===== src/rtl/path_delay_probe_if.sv =====
// Control/status bundle for path_delay_probe.
// The probe sits on the slave modport; whoever requests runs sits on master.
// The first_fail_o field exists only when PATH_DELAY_PROBE_FIRST_FAIL_EN is defined.
interface path_delay_probe_if #(
    parameter int CNT_W  = 16,
    parameter int WAIT_W = 4
);
    logic              start_i;
    logic [CNT_W-1:0]  trials_i;
    logic [WAIT_W-1:0] capture_dly_i;
    logic              busy_o;
    logic              done_o;
    logic [CNT_W-1:0]  err_cnt_o;
    logic              last_ok_o;
`ifdef PATH_DELAY_PROBE_FIRST_FAIL_EN
    logic [CNT_W-1:0]  first_fail_o;

    modport master (
        output start_i, trials_i, capture_dly_i,
        input  busy_o, done_o, err_cnt_o, last_ok_o, first_fail_o
    );

    modport slave (
        input  start_i, trials_i, capture_dly_i,
        output busy_o, done_o, err_cnt_o, last_ok_o, first_fail_o
    );
`else
    modport master (
        output start_i, trials_i, capture_dly_i,
        input  busy_o, done_o, err_cnt_o, last_ok_o
    );

    modport slave (
        input  start_i, trials_i, capture_dly_i,
        output busy_o, done_o, err_cnt_o, last_ok_o
    );
`endif
endinterface


===== src/rtl/path_delay_probe.sv =====
// path_delay_probe: launches a toggle into a path under test, captures the
// path output a programmable number of edges later and counts mismatches.
// Optional feature macro: PATH_DELAY_PROBE_FIRST_FAIL_EN adds first_fail_o,
// the 1-based index of the first failing trial of a run (0 = none).
module path_delay_probe #(
    parameter int CNT_W      = 16,
    parameter int WAIT_W     = 4,
    parameter int SETTLE_CYC = 8
) (
    input  logic                  clk,
    input  logic                  rst_n,
    path_delay_probe_if.slave     ctl,
    output logic                  launch_o,
    input  logic                  path_i
);

    typedef enum logic [2:0] {
        S_IDLE   = 3'd0,
        S_LAUNCH = 3'd1,
        S_WAIT   = 3'd2,
        S_SETTLE = 3'd3,
        S_DONE   = 3'd4
    } state_t;

    localparam logic [7:0]        SETTLE_LAST = 8'(SETTLE_CYC - 1);
    localparam logic [CNT_W-1:0]  CNT_ONE     = CNT_W'(1'b1);
    localparam logic [WAIT_W-1:0] WAIT_ONE    = WAIT_W'(1'b1);

    // A programmed delay of zero is treated as a one-edge delay.
    function automatic logic [WAIT_W-1:0] eff_dly(input logic [WAIT_W-1:0] d);
        logic [WAIT_W-1:0] r;
        if (d == {WAIT_W{1'b0}}) begin
            r = WAIT_ONE;
        end else begin
            r = d;
        end
        return r;
    endfunction

    state_t             state_r;
    logic [CNT_W-1:0]   trials_r;
    logic [CNT_W-1:0]   trial_cnt_r;
    logic [CNT_W-1:0]   err_cnt_r;
    logic [WAIT_W-1:0]  dly_r;
    logic [WAIT_W-1:0]  wait_cnt_r;
    logic [7:0]         settle_cnt_r;
    logic               launch_r;
    logic               expected_r;
    logic               last_ok_r;
    logic               busy_r;
    logic               done_r;
    logic               match_s;

    // path_i is sampled raw on purpose: a late path must be seen as a mismatch.
    assign match_s = (path_i == expected_r);

`ifdef PATH_DELAY_PROBE_FIRST_FAIL_EN
    logic [CNT_W-1:0]   first_fail_r;

    // First failing trial index, cleared on each accepted start.
    always_ff @(posedge clk or negedge rst_n) begin
        if (!rst_n) begin
            first_fail_r <= {CNT_W{1'b0}};
        end else if (state_r == S_IDLE && ctl.start_i) begin
            first_fail_r <= {CNT_W{1'b0}};
        end else if (state_r == S_WAIT && wait_cnt_r == {WAIT_W{1'b0}} &&
                     !match_s && first_fail_r == {CNT_W{1'b0}}) begin
            first_fail_r <= trial_cnt_r + CNT_ONE;
        end else begin
            first_fail_r <= first_fail_r;
        end
    end

    assign ctl.first_fail_o = first_fail_r;
`endif

    // Measurement sequencer with registered status outputs.
    always_ff @(posedge clk or negedge rst_n) begin
        if (!rst_n) begin
            state_r      <= S_IDLE;
            trials_r     <= {CNT_W{1'b0}};
            trial_cnt_r  <= {CNT_W{1'b0}};
            err_cnt_r    <= {CNT_W{1'b0}};
            dly_r        <= {WAIT_W{1'b0}};
            wait_cnt_r   <= {WAIT_W{1'b0}};
            settle_cnt_r <= 8'd0;
            launch_r     <= 1'b0;
            expected_r   <= 1'b0;
            last_ok_r    <= 1'b0;
            busy_r       <= 1'b0;
            done_r       <= 1'b0;
        end else begin
            case (state_r)
                S_IDLE: begin
                    busy_r <= 1'b0;
                    done_r <= 1'b0;
                    if (ctl.start_i) begin
                        trials_r    <= ctl.trials_i;
                        dly_r       <= eff_dly(ctl.capture_dly_i);
                        err_cnt_r   <= {CNT_W{1'b0}};
                        trial_cnt_r <= {CNT_W{1'b0}};
                        if (ctl.trials_i != {CNT_W{1'b0}}) begin
                            state_r <= S_LAUNCH;
                            busy_r  <= 1'b1;
                        end else begin
                            state_r <= S_DONE;
                            done_r  <= 1'b1;
                        end
                    end else begin
                        state_r <= S_IDLE;
                    end
                end
                S_LAUNCH: begin
                    // Non-inverting path: expect the new launch level back.
                    launch_r   <= ~launch_r;
                    expected_r <= ~launch_r;
                    wait_cnt_r <= dly_r - WAIT_ONE;
                    state_r    <= S_WAIT;
                end
                S_WAIT: begin
                    if (wait_cnt_r != {WAIT_W{1'b0}}) begin
                        wait_cnt_r <= wait_cnt_r - WAIT_ONE;
                    end else begin
                        // Capture edge: exactly dly_r edges after launch.
                        last_ok_r    <= match_s;
                        if (!match_s) begin
                            err_cnt_r <= err_cnt_r + CNT_ONE;
                        end else begin
                            err_cnt_r <= err_cnt_r;
                        end
                        trial_cnt_r  <= trial_cnt_r + CNT_ONE;
                        settle_cnt_r <= SETTLE_LAST;
                        state_r      <= S_SETTLE;
                    end
                end
                S_SETTLE: begin
                    if (settle_cnt_r != 8'd0) begin
                        settle_cnt_r <= settle_cnt_r - 8'd1;
                    end else if (trial_cnt_r == trials_r) begin
                        state_r <= S_DONE;
                        busy_r  <= 1'b0;
                        done_r  <= 1'b1;
                    end else begin
                        state_r <= S_LAUNCH;
                    end
                end
                S_DONE: begin
                    done_r  <= 1'b0;
                    busy_r  <= 1'b0;
                    state_r <= S_IDLE;
                end
                default: begin
                    done_r  <= 1'b0;
                    busy_r  <= 1'b0;
                    state_r <= S_IDLE;
                end
            endcase
        end
    end

    assign launch_o      = launch_r;
    assign ctl.busy_o    = busy_r;
    assign ctl.done_o    = done_r;
    assign ctl.err_cnt_o = err_cnt_r;
    assign ctl.last_ok_o = last_ok_r;

endmodule


===== src/flat_wrapper.sv =====
// flat-port wrapper written by rule: the top's interface ports become plain ports
module path_delay_probe_flat 
#(
    parameter int CNT_W      = 16,
    parameter int WAIT_W     = 4,
    parameter int SETTLE_CYC = 8
)
  (clk, rst_n, launch_o, path_i, ctl_start_i, ctl_trials_i, ctl_capture_dly_i, ctl_busy_o, ctl_done_o, ctl_err_cnt_o, ctl_last_ok_o);
  path_delay_probe_if #(.CNT_W(CNT_W), .WAIT_W(WAIT_W)) ctl_i ();
  input  logic clk;
  input  logic rst_n;
  output logic launch_o;
  input  logic path_i;
  input wire logic [$bits(ctl_i.start_i)-1:0] ctl_start_i;
  input wire logic [$bits(ctl_i.trials_i)-1:0] ctl_trials_i;
  input wire logic [$bits(ctl_i.capture_dly_i)-1:0] ctl_capture_dly_i;
  output wire logic [$bits(ctl_i.busy_o)-1:0] ctl_busy_o;
  output wire logic [$bits(ctl_i.done_o)-1:0] ctl_done_o;
  output wire logic [$bits(ctl_i.err_cnt_o)-1:0] ctl_err_cnt_o;
  output wire logic [$bits(ctl_i.last_ok_o)-1:0] ctl_last_ok_o;
  assign ctl_i.start_i = ctl_start_i;
  assign ctl_i.trials_i = ctl_trials_i;
  assign ctl_i.capture_dly_i = ctl_capture_dly_i;
  assign ctl_busy_o = ctl_i.busy_o;
  assign ctl_done_o = ctl_i.done_o;
  assign ctl_err_cnt_o = ctl_i.err_cnt_o;
  assign ctl_last_ok_o = ctl_i.last_ok_o;
  path_delay_probe #(.CNT_W(CNT_W), .WAIT_W(WAIT_W), .SETTLE_CYC(SETTLE_CYC)) u_core (.clk(clk), .rst_n(rst_n), .ctl(ctl_i), .launch_o(launch_o), .path_i(path_i));
endmodule

===== config.mk =====
export PLATFORM = sky130hd
export DESIGN_NAME = path_delay_probe_flat
export DESIGN_NICKNAME = d
export VERILOG_FILES = /design/src/rtl/path_delay_probe_if.sv /design/src/rtl/path_delay_probe.sv /design/src/flat_wrapper.sv
export SDC_FILE = /design/constraint.sdc
export NUM_CORES = 1
export LEC_CHECK = 0
export ABC_AREA = 0
export BUFFER_PORTS_ARGS = -buffer_cell sky130_fd_sc_hd__buf_2
export CORE_MARGIN = 10
export CORE_UTILIZATION = 63
export DETAILED_ROUTE_END_ITERATION = 12
export MAX_ROUTING_LAYER = met4
export PLACE_DENSITY = 0.87
export SKIP_CTS_REPAIR_TIMING = 1
export SLEW_MARGIN = 20
export SYNTH_ARGS = -nofsm -noshare
export SYNTH_HDL_FRONTEND = slang
export SYNTH_SLANG_ARGS = --single-unit

===== constraint.sdc =====
create_clock -name clk -period 4.7 [get_ports clk]
set_clock_uncertainty 0.05 [all_clocks]
set_input_delay 0.47 -clock clk [delete_from_list [all_inputs] [get_ports clk]]
set_output_delay 0.47 -clock clk [all_outputs]
set_load 0.05 [all_outputs]

==> results of run 1 <==
==> layout by cell type, fill, tap and decap left out, drive strengths merged, types with 7 or more instances in the layout <==
cell	instances
a21oi	24
and4	7
buf	46
clkbuf	10
dfrtp	71
inv	10
nand2	82
nand3	14
nor2	15
nor3	7
nor4	11
o21ai	20
o31ai	16
or4	16
xor2	22
==> cell usage after synthesis, types with 2 or more instances <==
cell type  instances
nand3_1           13
nor2_1            15
or4b_2             2
inv_1             10
nand4_1            6
buf_2              9
o311ai_0           4
xnor2_1            4
and4_1             7
a211oi_1           2
or4_1             15
o211ai_1           2
o41ai_1            5
nor3b_1            2
mux2i_1            4
nand2b_1           4
a22o_1             2
dfrtp_1           71
o21ai_0           18
a21oi_1           24
xor2_1            22
nor3_1             7
or3b_2             2
nand2_1           82
ha_1               5
o31ai_1           16
or3_1              4
nor4_1             9
clkbuf_1          12
==> power by group <==
| group | internal [uW] | switching, uW | leakage, uW |
|---|---|---|---|
| sequential | 798 | 219 | 0.000917 |
| combinational | 301 | 461 | 0.000907 |
| clock | 365 | 230 | 0.000122 |
| total | 1460 | 910 | 0.00195 |
==> metal layers <==
metal / track usage / vias to the layer above / wire length, um
met5: - / - / 0
met3: 0.04196 / 15 / 560
met2: 0.2819 / 112 / 4092
met1: 0.2517 / 1570 / 3988
met4: 0.08967 / 0 / 167
li1: - / 1536 / -
==> stage by stage <==
step                std cells  total power [uW]  utilization
floorplan                 403              1563            -
global placement          502              1722       0.6831
detailed placement        502              1774       0.6831
CTS                       518              2379       0.7250
global route              518              2527       0.7250
finish                    518              2374       0.7250
==> registers in the layout, indices dropped and copies added (netlist names) <==
name and cells:
u_core.ctl.last_ok_o 1, u_core.launch_o 1, u_core.settle_cnt_r 8, u_core.trials_r 16, u_core.state_r 3, u_core.ctl.done_o 1, u_core.ctl.busy_o 1, u_core.ctl.err_cnt_o 16
u_core.dly_r 4, u_core.wait_cnt_r 4, u_core.trial_cnt_r 16
==> cell families (layout without fill, tap and decap cells) <==
group                    count (synthesis)  in the layout  share of synthesized area
adder cells (fa/ha/maj)                  5              5                    0.01668
buffers and inverters                   32             72                    0.03503
AND/OR/NAND/NOR                        181            181                     0.2583
AO/OA/AOI/OAI                           84             84                     0.1448
flip-flops                              71             71                     0.4738
multiplexers                             4              4                    0.01068
XOR/XNOR                                26             26                    0.06073
==> worst max path at each step <==
stage                                 start                  endpoint  slack, ns  cells past startpoint
global placement       u_core.wait_cnt_r[0]  u_core.ctl.err_cnt_o[14]       2.40                      4
CTS                    u_core.wait_cnt_r[0]  u_core.ctl.err_cnt_o[11]       2.21                      4
detailed placement        u_core.state_r[1]  u_core.ctl.err_cnt_o[11]       2.26                      5
global route              u_core.state_r[1]  u_core.ctl.err_cnt_o[11]       1.98                      5
floorplan           u_core.ctl.err_cnt_o[6]  u_core.ctl.err_cnt_o[13]       2.73                      5
finish                 u_core.wait_cnt_r[0]  u_core.ctl.err_cnt_o[11]       2.19                      4
==> area by class of cell <==
class	count	share of cell area
timing repair buffer	46	0.05605
tap	75	0.02212
clock buffer	10	0.03245
sequential	71	0.4189
clock inverter	6	0.02537
inverter	10	0.008850
multi-input combinational	300	0.4363
==> flow_summary.toml, run 1 <==
[final_layout]
insertedDiodeCount = 0
regArea_mm2 = 0.001777
syn2layout_area_growth_pct = 13.11
final_area_mm2 = 0.004242
nNetsFinal = 467
fillers = 454
drive_gt1_frac = 0.1670
multi_input_area_mm2 = 0.001851

[yosys]
synth_top_cell_area_share = 0.4738
syn_nets = 432
synth_top_cell_by_area = "dfrtp_1"
syn_area_mm2 = 0.003750
ys_ff_latch = 71
ys_async_sr_fraction = 1.000
seq_area_frac_synth = 0.4738
syn_inst = 403
yosysWarnings = 0
synth_ff_type = "dfrtp_1"
synth_area_leaders = "dfrtp_1, nand2_1, xor2_1, a21oi_1, o31ai_1"
syn_avg_cell_area_um2 = 9.305
synth_cell_types = 54
synth_edf_count = 0

[sta]
fmax_mhz = 397.7
tightest_slew_ns = 0.8794
fin_crit_sh = 0.5350
maxSlewViolCount = 0
finalHoldViolCount = 0
fin_ws_ns = 2.185
period_needed_ns = 2.515
slew_headroom = 0.4138
setup_viol = 0
setup_total_negative_slack_ns = 0
whs_ns = 0.2700
rsz0062_at_grt = "false"

[routing]
via_per_inst = 6.241
drtIter0Drc = 329
wirelength_um = 8809
firstDrtPassIters = 4
remaining_drc_errors = 0
ant_nets = 0
routed-via-count = 3233
wl_per_cell_um = 17.01

[critical_path]
slowest_delay_ns = 0.65
cp-start-kind = "flop"
end_kind = "flop"
crit_family = "simple AND/OR/NAND/NOR gates"
r2r-end = "u_core.ctl.err_cnt_o[11]"
worstSetupPathType = "reg -> reg"
path_cells = "nor4_4 -> nand4_1 -> or4_1 -> a21oi_1"
required_ns = 4.92
cp_max_fo = 20
slowest_stage = "nand4_1"
critPathArrivalTime_ns = 2.74
r2r_slack_ns = 2.19
worstRegToRegCells = 4
crit_buf_inv = 0
rr_startpoint = "u_core.wait_cnt_r[0]"

[clock_tree]
ctsRootBufferMaster = "clkbuf_8"
htree_num_levels = 3
numCtsBuffers = 9
cts.sinks = 71
clock_path_buffers = 2
cts_tree = "yes"
clk_pin_slew_ns = 0.08
clk_latency_ns = 0.35

[floorplanning]
design.core.area_mm2 = 0.005851
start_util = 0.6409
io_pins = 44
die-area_mm2 = 0.009438
rows = 28
die_h_um = 97.15
die_x_um = 97.15

[status]
status = "finished, final reports clean"

[grt]
grt_max_degree = 72
grt_pass1_wl_um = 14960
overflow = 0
grt_usage = 0.1937
antenna_found_initial = 0
grt_pass1_vias = 3157

[power]
leakagePower_uw = 0.001945
power_density_mw_per_mm2 = 559.7
vdd.ir_drop.worst_v = 0.0003637

[hold_path]
hp-class = "in -> async"

[job]
drv_cap = 0

[placed_design]
dpl_worst_slack_ns = 2.265
gp_congestion = 0.8306
dp_hpwl_um = 6123
port_buffers = 43
place_area_mm2 = 0.003996
Power figures use the tool's default switching activity.
==> run 2: changes to the inputs <==
CORE_UTILIZATION = 53   (was 63)
PLACE_DENSITY = 0.78   (was 0.87)
clock period = 2.08 ns   (was 4.7 ns; I/O delays follow)
==> run 2 against run 1 <==
  * Die area rose by 15%
  * Largest cell class unchanged
  * Global-route usage fell by 2.7 points
  * First-iteration DRC count fell by 33%
  * Highest routed layer unchanged
==> flow_summary.toml, run 2 (synthesized netlist as in run 1, its figures left out) <==
[routing]
firstDrtPassIters = 4
wl_per_cell_um = 15.80
ant_nets = 0
routed-via-count = 3237
remaining_drc_errors = 0
drtIter0Drc = 219
wirelength_um = 8751
via_per_inst = 5.843

[job]
drv_cap = 0

[clock_tree]
cts_tree = "yes"
numCtsBuffers = 9
htree_num_levels = 3
clock_path_buffers = 2
cts.sinks = 71
clk_latency_ns = 0.35
clk_pin_slew_ns = 0.08
ctsRootBufferMaster = "clkbuf_8"

[sta]
fin_crit_sh = 0.9699
maxSlewViolCount = 0
fin_ws_ns = 0.06264
rsz0062_at_grt = "false"
finalHoldViolCount = 0
period_needed_ns = 2.017
slew_headroom = 0.6871
setup_viol = 0
tightest_slew_ns = 0.4694
fmax_mhz = 495.7
setup_total_negative_slack_ns = 0

[floorplanning]
die_x_um = 104.1
design.core.area_mm2 = 0.006832
start_util = 0.5489
io_pins = 44
die_h_um = 104.1
die-area_mm2 = 0.01084
rows = 30

[power]
leakagePower_uw = 0.002008
vdd.ir_drop.worst_v = 0.0006289
power_density_mw_per_mm2 = 1195
power.total_uw = 5227

[placed_design]
place_area_mm2 = 0.004133
dp_hpwl_um = 6204
port_buffers = 43
dpl_worst_slack_ns = 0.04882
gp_congestion = 0.8760

[grt]
grt_max_degree = 72
antenna_found_initial = 0
grt_pass1_vias = 3097
grt_usage = 0.1668
overflow = 0
grt_pass1_wl_um = 14950

[critical_path]
path_cells = "buf_4 -> or4b_2 -> buf_4 -> o311ai_0 -> o41ai_1"
crit_top_cell = "buf_4"
critPathArrivalTime_ns = 2.17
end_kind = "flop"
worstSetupPathType = "reg -> reg"
cp-start-kind = "flop"
crit_buf_inv = 2
cp_max_fo = 11
slowest_delay_ns = 0.72
slowest_stage = "or4b_2"
required_ns = 2.24
crit_family = "simple AND/OR/NAND/NOR gates"

[status]
status = "finished, final reports clean"

[hold_path]
hp-class = "in -> reg"

[final_layout]
drive_gt1_frac = 0.2009
nNetsFinal = 483
final_common_cell = "nand2_1"
final_area_mm2 = 0.004374
fillers = 606
syn2layout_area_growth_pct = 16.65
insertedDiodeCount = 0
layout_common_cells = "nand2_1, dfrtp_1, buf_2"
==> run 2: final cells by class <==
| type | count | area (um^2) | share of cell area |
|---|---|---|---|
| clock buffers | 11 | 151.4 | 0.03461 |
| repair buffers | 62 | 372.9 | 0.08524 |
| flip-flops and latches | 71 | 1778 | 0.4065 |
| inverters | 10 | 37.54 | 0.008581 |
| clock inverters | 4 | 45.04 | 0.01030 |
| multi-input cells | 300 | 1869 | 0.4273 |
| well taps | 96 | 120.1 | 0.02746 |
==> run 2: report_power, final <==
group	internal [uW]	total (uW)	switching, uW
combinational	790	1850	1060
sequential	1810	2260	454
clock	607	1120	509
==> run 2: worst paths after layout <==
kind                            slack (ns)                      end           startpoint  depth (start not counted)
worst max-delay path                  0.06   u_core.trial_cnt_r[14]    u_core.state_r[0]                          5
worst min-delay path                  0.02       u_core.trials_r[4]      ctl_trials_i[4]                          3
worst max register to register        0.06   u_core.trial_cnt_r[14]    u_core.state_r[0]                          5
worst min register to register        0.45      u_core.trials_r[13]  u_core.trials_r[13]                          2
max in group asynchronous             1.32  u_core.ctl.err_cnt_o[4]                rst_n                          3
min in group asynchronous             0.37   u_core.settle_cnt_r[3]                rst_n                          3
==> run 2: stage by stage <==
| step | hold slack, ns | utilization | cells |
|---|---|---|---|
| final | 0.01871 | 0.6403 | 554 |
| after global routing | 0.01073 | 0.6403 | 554 |
| after CTS | -0.1556 | 0.6337 | 551 |
| after detailed placement | 0.2155 | 0.6049 | 536 |
| after global placement | 0.2144 | 0.6049 | 536 |
| after floorplan | -0.1376 | - | 403 |
==> run 2: tightest hold or removal path, stage by stage <==
cell     delay, ns
buf_2         0.08
nand2_1       0.04
nand2_1       0.04
==> run 2: metal layers <==
metal  GRT usage  share of wire  up-vias
met4     0.05666          0.011        0
met2      0.2464           0.46       93
met5           -              0        -
met3     0.04275          0.056       10
li1            -              -     1567
met1      0.2177           0.47     1567
